`src/rtl/cpu_pkg.sv`:
```
// Shared CPU definitions: datapath width, bubble instruction and the fetch FSM
// state encoding.
package cpu_pkg;

  localparam int unsigned PC_W    = 8;
  localparam logic [7:0]  NOP_INS = 8'h00;

  typedef enum logic [1:0] {
    BOOT     = 2'd0,
    RUN      = 2'd1,
    INT_SAVE = 2'd2,
    INT_JUMP = 2'd3
  } fetch_state_t;

endpackage

```
`src/rtl/pc_fetch_stage_if.sv`:
```
// Fetch-stage bus: PC-mux feedback, instruction memory, hazard controls,
// IF/ID register and interrupt return-address signals.
interface pc_fetch_stage_if #(
    parameter int unsigned PC_W = cpu_pkg::PC_W
);
    logic [PC_W-1:0] next_pc;
    logic [PC_W-1:0] imem_data;
    logic            stall;
    logic            flush;
    logic            irq;
    logic [PC_W-1:0] imem_addr;
    logic [PC_W-1:0] pc_plus1;
    logic            force_vec;
    logic [PC_W-1:0] if_id_instr;
    logic [PC_W-1:0] if_id_pc1;
    logic            if_id_valid;
    logic [PC_W-1:0] ret_addr;
    logic            ret_we;
    logic            int_ack;

    // master is the fetch stage itself
    modport master (
        input  next_pc, imem_data, stall, flush, irq,
        output imem_addr, pc_plus1, force_vec, if_id_instr, if_id_pc1,
               if_id_valid, ret_addr, ret_we, int_ack
    );

    modport slave (
        output next_pc, imem_data, stall, flush, irq,
        input  imem_addr, pc_plus1, force_vec, if_id_instr, if_id_pc1,
               if_id_valid, ret_addr, ret_we, int_ack
    );
endinterface

```
`src/rtl/pc_fetch_stage.sv`:
```
// Fetch stage: PC register, IF/ID pipeline register and a four-state FSM that
// sequences boot and interrupt entry by forcing the PC mux onto the vector.
module pc_fetch_stage #(
    parameter int unsigned     PC_W    = cpu_pkg::PC_W,
    parameter logic [PC_W-1:0] NOP_INS = cpu_pkg::NOP_INS
) (
    input  logic              clk,
    input  logic              rst,
    pc_fetch_stage_if.master  bus
);
    import cpu_pkg::*;

    fetch_state_t    state, state_nxt;
    logic [PC_W-1:0] pc;
    logic            pending;
    logic            go_int;

    assign bus.imem_addr = pc;
    assign bus.pc_plus1  = pc + PC_W'(1);

    // Interrupt entry only when RUN is otherwise idle; stall/flush defer it.
    assign go_int = (state == RUN) && !bus.flush && !bus.stall && pending;

    always_ff @(posedge clk) begin
        if (rst) state <= BOOT;
        else     state <= state_nxt;
    end

    always_comb begin
        state_nxt = state;
        unique case (state)
            BOOT:     state_nxt = RUN;
            RUN:      if (go_int) state_nxt = INT_SAVE;
            INT_SAVE: state_nxt = INT_JUMP;
            INT_JUMP: state_nxt = RUN;
            default:  state_nxt = BOOT;
        endcase
    end

    always_comb begin
        bus.force_vec = (state == BOOT) || (state == INT_JUMP);
    end

    // Clear on INT_SAVE entry wins over a coincident irq.
    always_ff @(posedge clk) begin
        if (rst)         pending <= 1'b0;
        else if (go_int) pending <= 1'b0;
        else if (bus.irq) pending <= 1'b1;
    end

    always_ff @(posedge clk) begin
        if (rst) begin
            pc              <= '0;
            bus.if_id_instr <= NOP_INS;
            bus.if_id_pc1   <= '0;
            bus.if_id_valid <= 1'b0;
            bus.ret_addr    <= '0;
            bus.ret_we      <= 1'b0;
            bus.int_ack     <= 1'b0;
        end else begin
            bus.ret_we  <= 1'b0;
            bus.int_ack <= 1'b0;
            unique case (state)
                BOOT: begin
                    pc              <= bus.next_pc;
                    bus.if_id_instr <= NOP_INS;
                    bus.if_id_valid <= 1'b0;
                end
                RUN: begin
                    if (bus.flush) begin
                        pc              <= bus.next_pc;
                        bus.if_id_instr <= NOP_INS;
                        bus.if_id_valid <= 1'b0;
                    end else if (bus.stall) begin
                        pc <= pc;
                    end else if (pending) begin
                        bus.ret_addr    <= pc;
                        bus.ret_we      <= 1'b1;
                        bus.if_id_instr <= NOP_INS;
                        bus.if_id_valid <= 1'b0;
                    end else begin
                        pc              <= bus.next_pc;
                        bus.if_id_instr <= bus.imem_data;
                        bus.if_id_pc1   <= bus.pc_plus1;
                        bus.if_id_valid <= 1'b1;
                    end
                end
                INT_SAVE: begin
                    pc              <= bus.next_pc;
                    bus.int_ack     <= 1'b1;
                    bus.if_id_instr <= NOP_INS;
                    bus.if_id_valid <= 1'b0;
                end
                INT_JUMP: begin
                    bus.if_id_instr <= NOP_INS;
                    bus.if_id_valid <= 1'b0;
                end
                default: begin
                    bus.if_id_instr <= NOP_INS;
                    bus.if_id_valid <= 1'b0;
                end
            endcase
        end
    end

endmodule

```
`src/flat_wrapper.sv`:
```
// flat-port wrapper written by rule: the top's interface ports become plain ports
module pc_fetch_stage_flat import cpu_pkg::*;
#(
    parameter int unsigned     PC_W    = cpu_pkg::PC_W,
    parameter logic [PC_W-1:0] NOP_INS = cpu_pkg::NOP_INS
)
  (clk, rst, bus_next_pc, bus_imem_data, bus_stall, bus_flush, bus_irq, bus_imem_addr, bus_pc_plus1, bus_force_vec, bus_if_id_instr, bus_if_id_pc1, bus_if_id_valid, bus_ret_addr, bus_ret_we, bus_int_ack);
  pc_fetch_stage_if #(.PC_W(PC_W)) bus_i ();
  input  logic clk;
  input  logic rst;
  input wire logic [$bits(bus_i.next_pc)-1:0] bus_next_pc;
  input wire logic [$bits(bus_i.imem_data)-1:0] bus_imem_data;
  input wire logic [$bits(bus_i.stall)-1:0] bus_stall;
  input wire logic [$bits(bus_i.flush)-1:0] bus_flush;
  input wire logic [$bits(bus_i.irq)-1:0] bus_irq;
  output wire logic [$bits(bus_i.imem_addr)-1:0] bus_imem_addr;
  output wire logic [$bits(bus_i.pc_plus1)-1:0] bus_pc_plus1;
  output wire logic [$bits(bus_i.force_vec)-1:0] bus_force_vec;
  output wire logic [$bits(bus_i.if_id_instr)-1:0] bus_if_id_instr;
  output wire logic [$bits(bus_i.if_id_pc1)-1:0] bus_if_id_pc1;
  output wire logic [$bits(bus_i.if_id_valid)-1:0] bus_if_id_valid;
  output wire logic [$bits(bus_i.ret_addr)-1:0] bus_ret_addr;
  output wire logic [$bits(bus_i.ret_we)-1:0] bus_ret_we;
  output wire logic [$bits(bus_i.int_ack)-1:0] bus_int_ack;
  assign bus_i.next_pc = bus_next_pc;
  assign bus_i.imem_data = bus_imem_data;
  assign bus_i.stall = bus_stall;
  assign bus_i.flush = bus_flush;
  assign bus_i.irq = bus_irq;
  assign bus_imem_addr = bus_i.imem_addr;
  assign bus_pc_plus1 = bus_i.pc_plus1;
  assign bus_force_vec = bus_i.force_vec;
  assign bus_if_id_instr = bus_i.if_id_instr;
  assign bus_if_id_pc1 = bus_i.if_id_pc1;
  assign bus_if_id_valid = bus_i.if_id_valid;
  assign bus_ret_addr = bus_i.ret_addr;
  assign bus_ret_we = bus_i.ret_we;
  assign bus_int_ack = bus_i.int_ack;
  pc_fetch_stage #(.PC_W(PC_W), .NOP_INS(NOP_INS)) u_core (.clk(clk), .rst(rst), .bus(bus_i));
endmodule
```
`config.mk`:
```
export PLATFORM = sky130hd
export DESIGN_NAME = pc_fetch_stage_flat
export DESIGN_NICKNAME = d
export VERILOG_FILES = /design/src/rtl/cpu_pkg.sv /design/src/rtl/pc_fetch_stage_if.sv /design/src/rtl/pc_fetch_stage.sv /design/src/flat_wrapper.sv
export SDC_FILE = /design/constraint.sdc
export NUM_CORES = 1
export LEC_CHECK = 0
export ABC_AREA = 1
export BUFFER_PORTS_ARGS = -buffer_cell sky130_fd_sc_hd__buf_2
export CAP_MARGIN = 20
export CORE_MARGIN = 1.5
export CORE_UTILIZATION = 45
export DETAILED_ROUTE_END_ITERATION = 10
export GPL_ROUTABILITY_DRIVEN = 0
export PLACE_DENSITY_LB_ADDON = 0.1
export SLEW_MARGIN = 20
export SYNTH_ARGS = -nofsm -noshare
export SYNTH_HDL_FRONTEND = slang
export SYNTH_SLANG_ARGS = --single-unit
```
`constraint.sdc`:
```
create_clock -name clk -period 4.2 [get_ports clk]
set_input_delay 0 -clock clk [delete_from_list [all_inputs] [get_ports clk]]
set_output_delay 0 -clock clk [all_outputs]
set_load 0.02 [all_outputs]
```
* After elaboration in Yosys (flattened, before gate mapping)
Cells that the tools add are included.
** Word-level totals
- Flip-flop bits (word level) :: 38
- Input bits :: 21
- Output and inout port bits :: 44
- Logic and storage cells :: 52
** Cells by class
- $add $sub $neg :: 1
- Eq/ne operators :: 6
- Mux-type cells :: 16
- Bitwise logic cells :: 4
- Reductions and logical operators :: 16
** Operator list (count)
- two-way mux 8 bit :: 6
- case mux 8 bit (2 select lines) :: 2
- adder 8 x 1 -> 8 bit, second input constant :: 1
- AND reduction 4 bit :: 2
- inequality test 3 bit, second input constant :: 2
- case mux 2 bit (3 select lines) :: 1
- OR reduction 2 bit :: 3
- two-way mux 1 bit :: 5
- equality test 2 bit, second input constant :: 2
- NOT 1 bit :: 4
- OR reduction 4 bit :: 1
- logical AND 1 bit :: 3
- AND reduction 3 bit :: 1
- OR reduction 3 bit :: 1
- equality test 2 x 1 -> 1 bit, second input constant :: 1
- zero test 1 bit :: 2
- zero test 2 bit :: 1
- two-way mux 2 bit :: 1
- inequality test 2 x 1 -> 1 bit, second input constant :: 1
- case mux 1 bit (2 select lines) :: 1
- nonzero test 2 bit :: 1
- logical OR 1 bit :: 1

* Depth between registers and ports, before layout
Gate-level depths: netlist of the first run.
- Depth after elaboration :: 6
- Mapped depth :: 9

* Worst setup path before layout of the first run
OpenSTA, ideal clock, no wires.
- Path kind :: register to register
- Start :: register u_core.pc[0], in the netlist u_core.bus.imem_addr[0]
- End :: register u_core.bus.if_id_pc1[2]
- Library setup time :: 0.064 ns
- Arrival :: 1.326 ns
- Required time :: 4.136 ns
- Path slack :: 2.810 ns
- Cell stages (with the launch flop) :: 5
- Path buffers :: 0
- Path through :: dfxtp_1 > ha_1 > xor2_1 > nor2_1 > nor2_1
** On the way
- Longest elaborated chain between the ends :: 1
** Ends and longest elaborated chain
- start: declaration :: line pc_fetch_stage.sv:14 : logic [PC_W-1:0] pc;
- start signal: assignment :: line pc_fetch_stage.sv:65 : pc <= bus.next_pc;
- start signal: assignment :: line pc_fetch_stage.sv:71 : pc <= bus.next_pc;
- start signal: assignment :: line pc_fetch_stage.sv:75 : pc <= pc;
- adder 8 x 1 -> 8 bit :: line pc_fetch_stage.sv:19 : assign bus.pc_plus1 = pc + PC_W'(1);
- net bus_pc_plus1[2] :: line flat_wrapper.sv:17 : output wire logic [$bits(bus_i.pc_plus1)-1:0] bus_pc_plus1;
- end signal: assignment :: line pc_fetch_stage.sv:84 : bus.if_id_pc1 <= bus.pc_plus1;
- end: declaration :: line pc_fetch_stage_if.sv:24 : output imem_addr, pc_plus1, force_vec, if_id_instr, if_id_pc1,
The timed path passes the listed nets, and every way through them passes these cells.
A chain may end at the register's enable or synchronous reset.

* Worst setup path in the final report of the first run
- Start :: register u_core.pc[0], in the netlist u_core.bus.imem_addr[0]
- End :: output port bus_pc_plus1[6]
** On the way
- Longest elaborated chain between the ends :: 1
** Ends and longest elaborated chain (line)
- adder 8 x 1 -> 8 bit :: pc_fetch_stage.sv:19
- end: declaration :: flat_wrapper.sv:17
Every way passes these cells.

==> metrics.md, run 1 <==
| Metric | Value |
|---|---|
| Outcome | finished, final reports clean |
| Required @ worst endpoint | 4200 ps |
| Final wirelength | 3770 µm |
| GRT Total Usage | 19.5% |
| Clock share of power | between 30% and 40% |
| Top-area cell type share of the netlist area | a little under half |
| Switch share | about a third |
| Max Fclk | 0.616 GHz |
| Post-synthesis compound-gate area fraction | about 7.4% |
| Maximum vdd ir drop | about 190 µV |
| Area grow syn2layout | 31.7% |
| Vias in the first global route | 1384 |
| CP Capture Type | primary output |
| Antenna Cells | 0 |
| Syn Inst Count | roughly 230 |
| Mux contribution to synthesized area | 0% |
| Largest area contributor in the netlist | dfxtp_1 |
| Slowest stage delay, CP | between 400 and 500 ps |
| Leak | about 1.2 nW |
| Syn Area/Cell | between 7 and 8 µm² |
| Core area | 3630 µm² |
| Gr ovfl total | 0 |
| Final count of pins violating max slew | 0 |
| Register area share after synthesis | between 40% and 50% |
| Post-Synth Simple-Gate Area | about a third |
| Number of DRC markers in iteration 0 | 90 |
| Clk Latency, worst-skew pair | slightly below 300 ps |
| CTS tree | done |
| P_int | 583 µW |
| Worst-path clk slew | roughly 70 ps |
| Combinational power share | 22.1% |
| First drt pass iteration count | 4 |
| Largest net degree at the start of global routing | 24 |
| Fin area | between 2000 and 2500 µm² |
| CP arrival | 1620 ps |
| Setup Total Neg Slack | 0 ps |
| Adder-cell area share of the yosys netlist | ~3.7% |
| CTS buffer count | 5 |
| Worst min path class | in -> reg |
| Max-cap violations | 0 |
| RSZ-0062 raised after global routing | no |
| CTS H-Tree Depth | 2 |
| Switching power | about 270 µW |
| Synth Cell Area | around 1700 µm² |
| Root buf cell | clkbuf_8 |
| Post-DP HPWL | 2580 µm |
| Flops & latches, synth | 38 |
| Most frequent cells in the layout | buf_2, nand2_1, dfxtp_1 |
| Max-slew headroom | roughly 56% |
| Row count | 22 |
| DRC | 0 |
| First-pass GRT wire length | about 6200 µm |
| Synth Net Count | roughly 250 |
| Largest family of logic cells by synthesized area | simple AND/OR/NAND/NOR gates |
| DIE AREA | 4120 µm² |
| Most common cell after layout, fill and taps aside | buf_2 |
| Port buffer count | 64 |
| Final Util | between 60% and 70% |
| Start point of the critical path | u_core.bus.imem_addr[0] |
| Seq pwr share | between 40% and 50% |
| CP Launch Type | register |
| Period utilization | approximately two fifths |
| Final Hold Vio Count | 0 |
| Starting Density | 46.3% |
| Final #Nets | about 330 |
| Post-DP Area | ~2000 µm² |
| Crit-path slowest cell | dfxtp_1 |
| PD cells | about 380 nW/µm² |
| Sinks on the clock net | 38 |
| Die height | approximately 64 µm |
| Die width | between 60 and 70 µm |
| Cell variety after synth | 23 |
| Critical path type | reg -> out |
| Crit Path Max Fanout | 7 |
| Drt via density | 4.59 |
| ANT nets after route | 0 |
| Critical R2R Launch | u_core.state[1] |
| Max Clock Skew | about 5.4 ps |
| Pin slew with the least headroom to its limit | about 660 ps |
| I/O Pins | 65 |
| Resized cells post-CTS | 0 |
| Layout cells sized above 1 | a little over a quarter |
| Most area-consuming cells after synthesis | dfxtp_1, nand2_1, nor2_1 |
| Count of final setup violators | 0 |
| Min Tclk post-route | 1620 ps |
| Vias | between 1.5k and 2k |
| Routed len/inst | about 11 µm |
| CP cell instances | ha_1, nand3_1, o21ai_0, nand2_1, buf_2 |
| HP Start | bus_next_pc[3] |
| Clock Tree Buf Depth | 2 |
| Xor-xnor portion of the synthesized cell area | between 1.5 and 2% |
| Initial antenna violation count | 0 |
| Yosys warning count | 0 |
## routing by layer
metal  global-route usage (%)  vias to the layer above  routed length, µm
met3                     4.23                        5                233
met4                     7.98                        0                 61
li1                         -                      856                  -
met2                     30.2                       48               1620
met5                        0                        -                  0
met1                     26.2                      697               1860
## registers in the layout, indices dropped and copies added (netlist names)
| name | flops |
|---|---|
| u_core.bus.imem_addr | 8 |
| u_core.bus.if_id_valid | 1 |
| u_core.bus.if_id_pc1 | 8 |
| u_core.state | 2 |
| u_core.bus.if_id_instr | 8 |
| u_core.bus.ret_we | 1 |
| u_core.bus.int_ack | 1 |
| u_core.bus.ret_addr | 8 |
| u_core.pending | 1 |
## power by group through the flow
stage | clock, mW | sequential, mW | combinational [mW]
2_1_floorplan | 0 | 0.433 | 0.111
3_3_place_gp | 0 | 0.416 | 0.180
3_5_place_dp | 0 | 0.416 | 0.180
4_1_cts | 0.264 | 0.408 | 0.189
5_1_grt | 0.279 | 0.412 | 0.209
6_report | 0.256 | 0.408 | 0.188
## path summary, 6_finish.rpt
path / end / depth (start not counted) / slack (ps)
max: bus_pc_plus1[6] / 5 / 2580
min: u_core.bus.imem_addr[3] / 5 / 6
max reg2reg: u_core.bus.ret_addr[4] / 8 / 2650
min reg2reg: u_core.bus.if_id_instr[1] / 2 / 460
## logic make-up after synthesis
kind of cell    after synthesis
buf+inv                      35
flops                        38
xor+xnor                      3
compound gates               22
simple gates                123
fa+ha+maj                     5
## layout make-up
class / instances / area, µm²
clock buffers: 7 / 86.3
fillers: 381 / 1420
flip-flops and latches: 38 / 761
clock inverters: 1 / 5.00
multi-input cells: 153 / 761
inverters: 27 / 103
well taps: 48 / 60.1
repair buffers: 76 / 440
## Yosys cell counts
library cell / number
clkinv_2: 1
clkbuf_1: 1
buf_4: 1
inv_2: 2
o21ai_0: 7
dfxtp_1: 38
a21boi_0: 1
xor2_1: 3
inv_1: 24
nor2_1: 35
nand2_1: 58
ha_1: 5
nand2_4: 1
buf_1: 1
buf_2: 2
buf_6: 3
nand3_4: 1
nor2_4: 3
a21oi_1: 13
nand3_1: 16
nand4_1: 8
nand2_2: 1
a21oi_4: 1
## worst max-delay path, delay by kind of cell, from the launching register on
kind | cells | cell delay, ps
AOI/OAI and AO/OA | 1 | 240
DFF | 1 | 470
buffers and inverters | 1 | 160
and+or+nand+nor | 2 | 220
adders and majority gates | 1 | 230
## metrics by stage
step           worst slack, ps  hold WS (ps)  cells  total power, mW
5_1_grt                   2440          17.7    350            0.900
4_1_cts                   2570         0.644    350            0.861
2_1_floorplan             2810           129    226            0.543
3_3_place_gp              2730           219    330            0.596
3_5_place_dp              2670           239    330            0.597
6_report                  2580          5.78    350            0.852
## what timing repair did
action,4_1_cts,5_1_grt
endpoints found under the setup margin,0,0
hold buffers,12,0
endpoints found under the hold margin,12,0
setup buffers,0,0
Power figures use the tool's default switching activity.
==> run 2: changes to the inputs <==
==> constraint.sdc (replaced) <==
create_clock -name clk -period 1.5 [get_ports clk]
set_input_delay 0 -clock clk [delete_from_list [all_inputs] [get_ports clk]]
set_output_delay 0 -clock clk [all_outputs]
set_load 0.02 [all_outputs]
==> run 2 against run 1 <==
Compared with the run above:
- worst hold slack improved by 10 ps
- count of clock-buffer cells in the layout did not move
- utilization increased by 4.6 points
- clock skew up 2.7 ps
- largest cell class is now multi-input gates
==> metrics.md, run 2 (same netlist as run 1, synthesis figures left out) <==
| Metric | Value |
|---|---|
| GRT Total Usage | 19.7% (+0.22 points) |
| CP top delay family | simple AND/OR/NAND/NOR gates |
| Antenna Cells | 0 (unchanged) |
| Worst min path class | in -> reg |
| Largest net degree at the start of global routing | 24 (unchanged) |
| DIE AREA | 4120 µm² (unchanged) |
| Required @ worst endpoint | 1740 ps (-2460 ps) |
| CP arrival | 1660 ps (+40 ps) |
| Final wirelength | 3990 µm (+5.8%) |
| I/O Pins | 65 (unchanged) |
| Maximum vdd ir drop | 590 µV (+210%) |
| Post-DP Area | 2070 µm² (+3.4%) |
| Outcome | finished, final reports clean |
| Min Tclk post-route | 1430 ps |
| Vias in the first global route | 1438 (+3.9%) |
| Final count of pins violating max slew | 0 (unchanged) |
| Switch share | 31.6% (about the same) |
| Most common cell after layout, fill and taps aside | buf_2 |
| Die height | 64.2 µm (unchanged) |
| Number of DRC markers in iteration 0 | 86 (-4.4%) |
| CP cell instances | inv_2, ha_4, inv_2, nor2_4, nand3_4, nor2_4, buf_4, nand2_1, nand2_1 |
| Seq pwr share | 45.6% (-2.3 points) |
| Vias | 1667 (+3.8%) |
| Max Clock Skew | 8.10 ps (+2.71 ps) |
| Clock Tree Buf Depth | 2 (unchanged) |
| Switching power | 784 µW (+190%) |
| Worst hold slack | 16.2 ps (+10.4 ps) |
| Critical path type | reg -> reg |
| Leak | 1.28 nW (+7.3%) |
| Max-cap violations | 0 (unchanged) |
| PD cells | 1040 nW/µm² (+170%) |
| Root buf cell | clkbuf_8 |
| Setup Total Neg Slack | 0 ps (unchanged) |
| Slowest stage delay, CP | 340 ps (-130 ps) |
| Gr ovfl total | 0 (unchanged) |
| First-pass GRT wire length | 6380 µm (+2.2%) |
| Routed len/inst | 10.9 µm (+0.90%) |
| Drt via density | 4.54 (-1.0%) |
| Critical R2R Launch | u_core.state[1] |
| Initial antenna violation count | 0 (unchanged) |
| Worst-path clk slew | 70 ps (about the same) |
| CTS H-Tree Depth | 2 (unchanged) |
| Final Hold Vio Count | 0 (unchanged) |
| Clk Latency, worst-skew pair | 290 ps (about the same) |
| Max-slew headroom | 54.3% (-1.7 points) |
| RSZ-0062 raised after global routing | yes |
| Final Util | 65.6% (+4.6 points) |
| Post-DP HPWL | 2720 µm (+5.5%) |
| HP Start | bus_next_pc[2] |
| First drt pass iteration count | 4 (unchanged) |
| Row count | 22 (unchanged) |
| Final WS setup | 73.0 ps (-2500 ps) |
| Starting Density | 46.3% (unchanged) |
| Period utilization | a little over nine tenths |
| DRC | 0 (unchanged) |
| Crit-path slowest cell | dfxtp_2 |
| CP Capture Type | register |
| P_int | 1.69 mW (+190%) |
| Port buffer count | 64 (unchanged) |
| CP Buf/Inv Count | 3 (+2) |
| Fin area | 2380 µm² (+7.5%) |
| Pin slew with the least headroom to its limit | 685 ps (+25.5 ps) |
| CP Launch Type | register |
| Area grow syn2layout | 41.6% |
| Filler cells | 350 (-8.1%) |
| Most frequent cells in the layout | buf_2, nand2_1, dfxtp_1 |
| Die width | 64.2 µm (unchanged) |
| Sinks on the clock net | 38 (unchanged) |
| Combinational power share | 25.3% (+3.2 points) |
| Layout cells sized above 1 | 32.6% (+5.8 points) |
| Count of final setup violators | 0 (unchanged) |
| Max Fclk | 0.701 GHz |
| Final #Nets | 344 (+5.2%) |
| CTS tree | done |
| CTS buffer count | 5 (unchanged) |
| Core area | 3630 µm² (unchanged) |
| ANT nets after route | 0 (unchanged) |
| Pre-CTS WS | 68.6 ps (-2600 ps) |
| Crit Path Max Fanout | 6 (-1) |
| Clock share of power | 29.1% (-0.9 points) |
| Start point of the critical path | u_core.state[1] |
[run 2: changes by cell type in the layout (fill, tap and decap cells not counted), moves of 2 or more]
cell,before,now
dfxtp_2,0,2
o21ai_0,7,5
dfxtp_1,38,36
ha_1,5,3
buf_4,0,15
o21ai_1,0,2
[run 2: cell type report]
cell class                      count  area (µm²)  area share, %
Clock buffer                        7        86.3           3.62
Clock inverter                      1        5.00          0.210
Inverter                           27         103           4.31
Multi-Input combinational cell    153         781           32.8
Sequential cell                    38         763           32.0
Tap cell                           48        60.1           2.52
Timing Repair Buffer               93         584           24.5
[run 2: final timing paths]
path | slack (ps) | depth (start not counted) | endpoint
worst max-delay path | 70 | 9 | u_core.bus.ret_addr[6]
worst min-delay path | 20 | 5 | u_core.bus.imem_addr[2]
worst max register to register | 70 | 9 | u_core.bus.ret_addr[6]
worst min register to register | 470 | 2 | u_core.bus.if_id_instr[7]
[run 2: stage by stage]
stage,power (mW),cells
3_3_place_gp,1.71,339
3_5_place_dp,1.71,339
4_1_cts,2.46,359
6_report,2.48,367
5_1_grt,2.61,367
2_1_floorplan,1.52,226
[run 2: metal layers]
layer  track usage [%]  up-vias  part of all wire [%]
met2              30.6       47                    45
met3              3.70        4                   5.1
met5                 0        -                     0
li1                  -      891                     -
met1              27.2      725                    49
met4              7.18        0                  0.90
[run 2: tightest hold or removal path: stages]
cell and delay, ps:
buf_2 100, inv_1 40, nand2_1 50, nand2_1 50, nor2_1 30
[run 2: power groups by stage]
| stage | clock network (mW) | registers [mW] | logic, mW |
|---|---|---|---|
| floorplan | 0 | 1.21 | 0.310 |
| global placement | 0 | 1.14 | 0.564 |
| detailed placement | 0 | 1.14 | 0.567 |
| CTS | 0.744 | 1.12 | 0.592 |
| global route | 0.789 | 1.14 | 0.687 |
| finish | 0.721 | 1.13 | 0.627 |
[run 2: timing repair]
item / 4_1_cts / 5_1_grt
setup buffers: 0 / 8
hold buffers: 12 / 0
setup endpoints to repair: 0 / 30
endpoints found under the hold margin: 12 / 0
resized for setup: 0 / 12
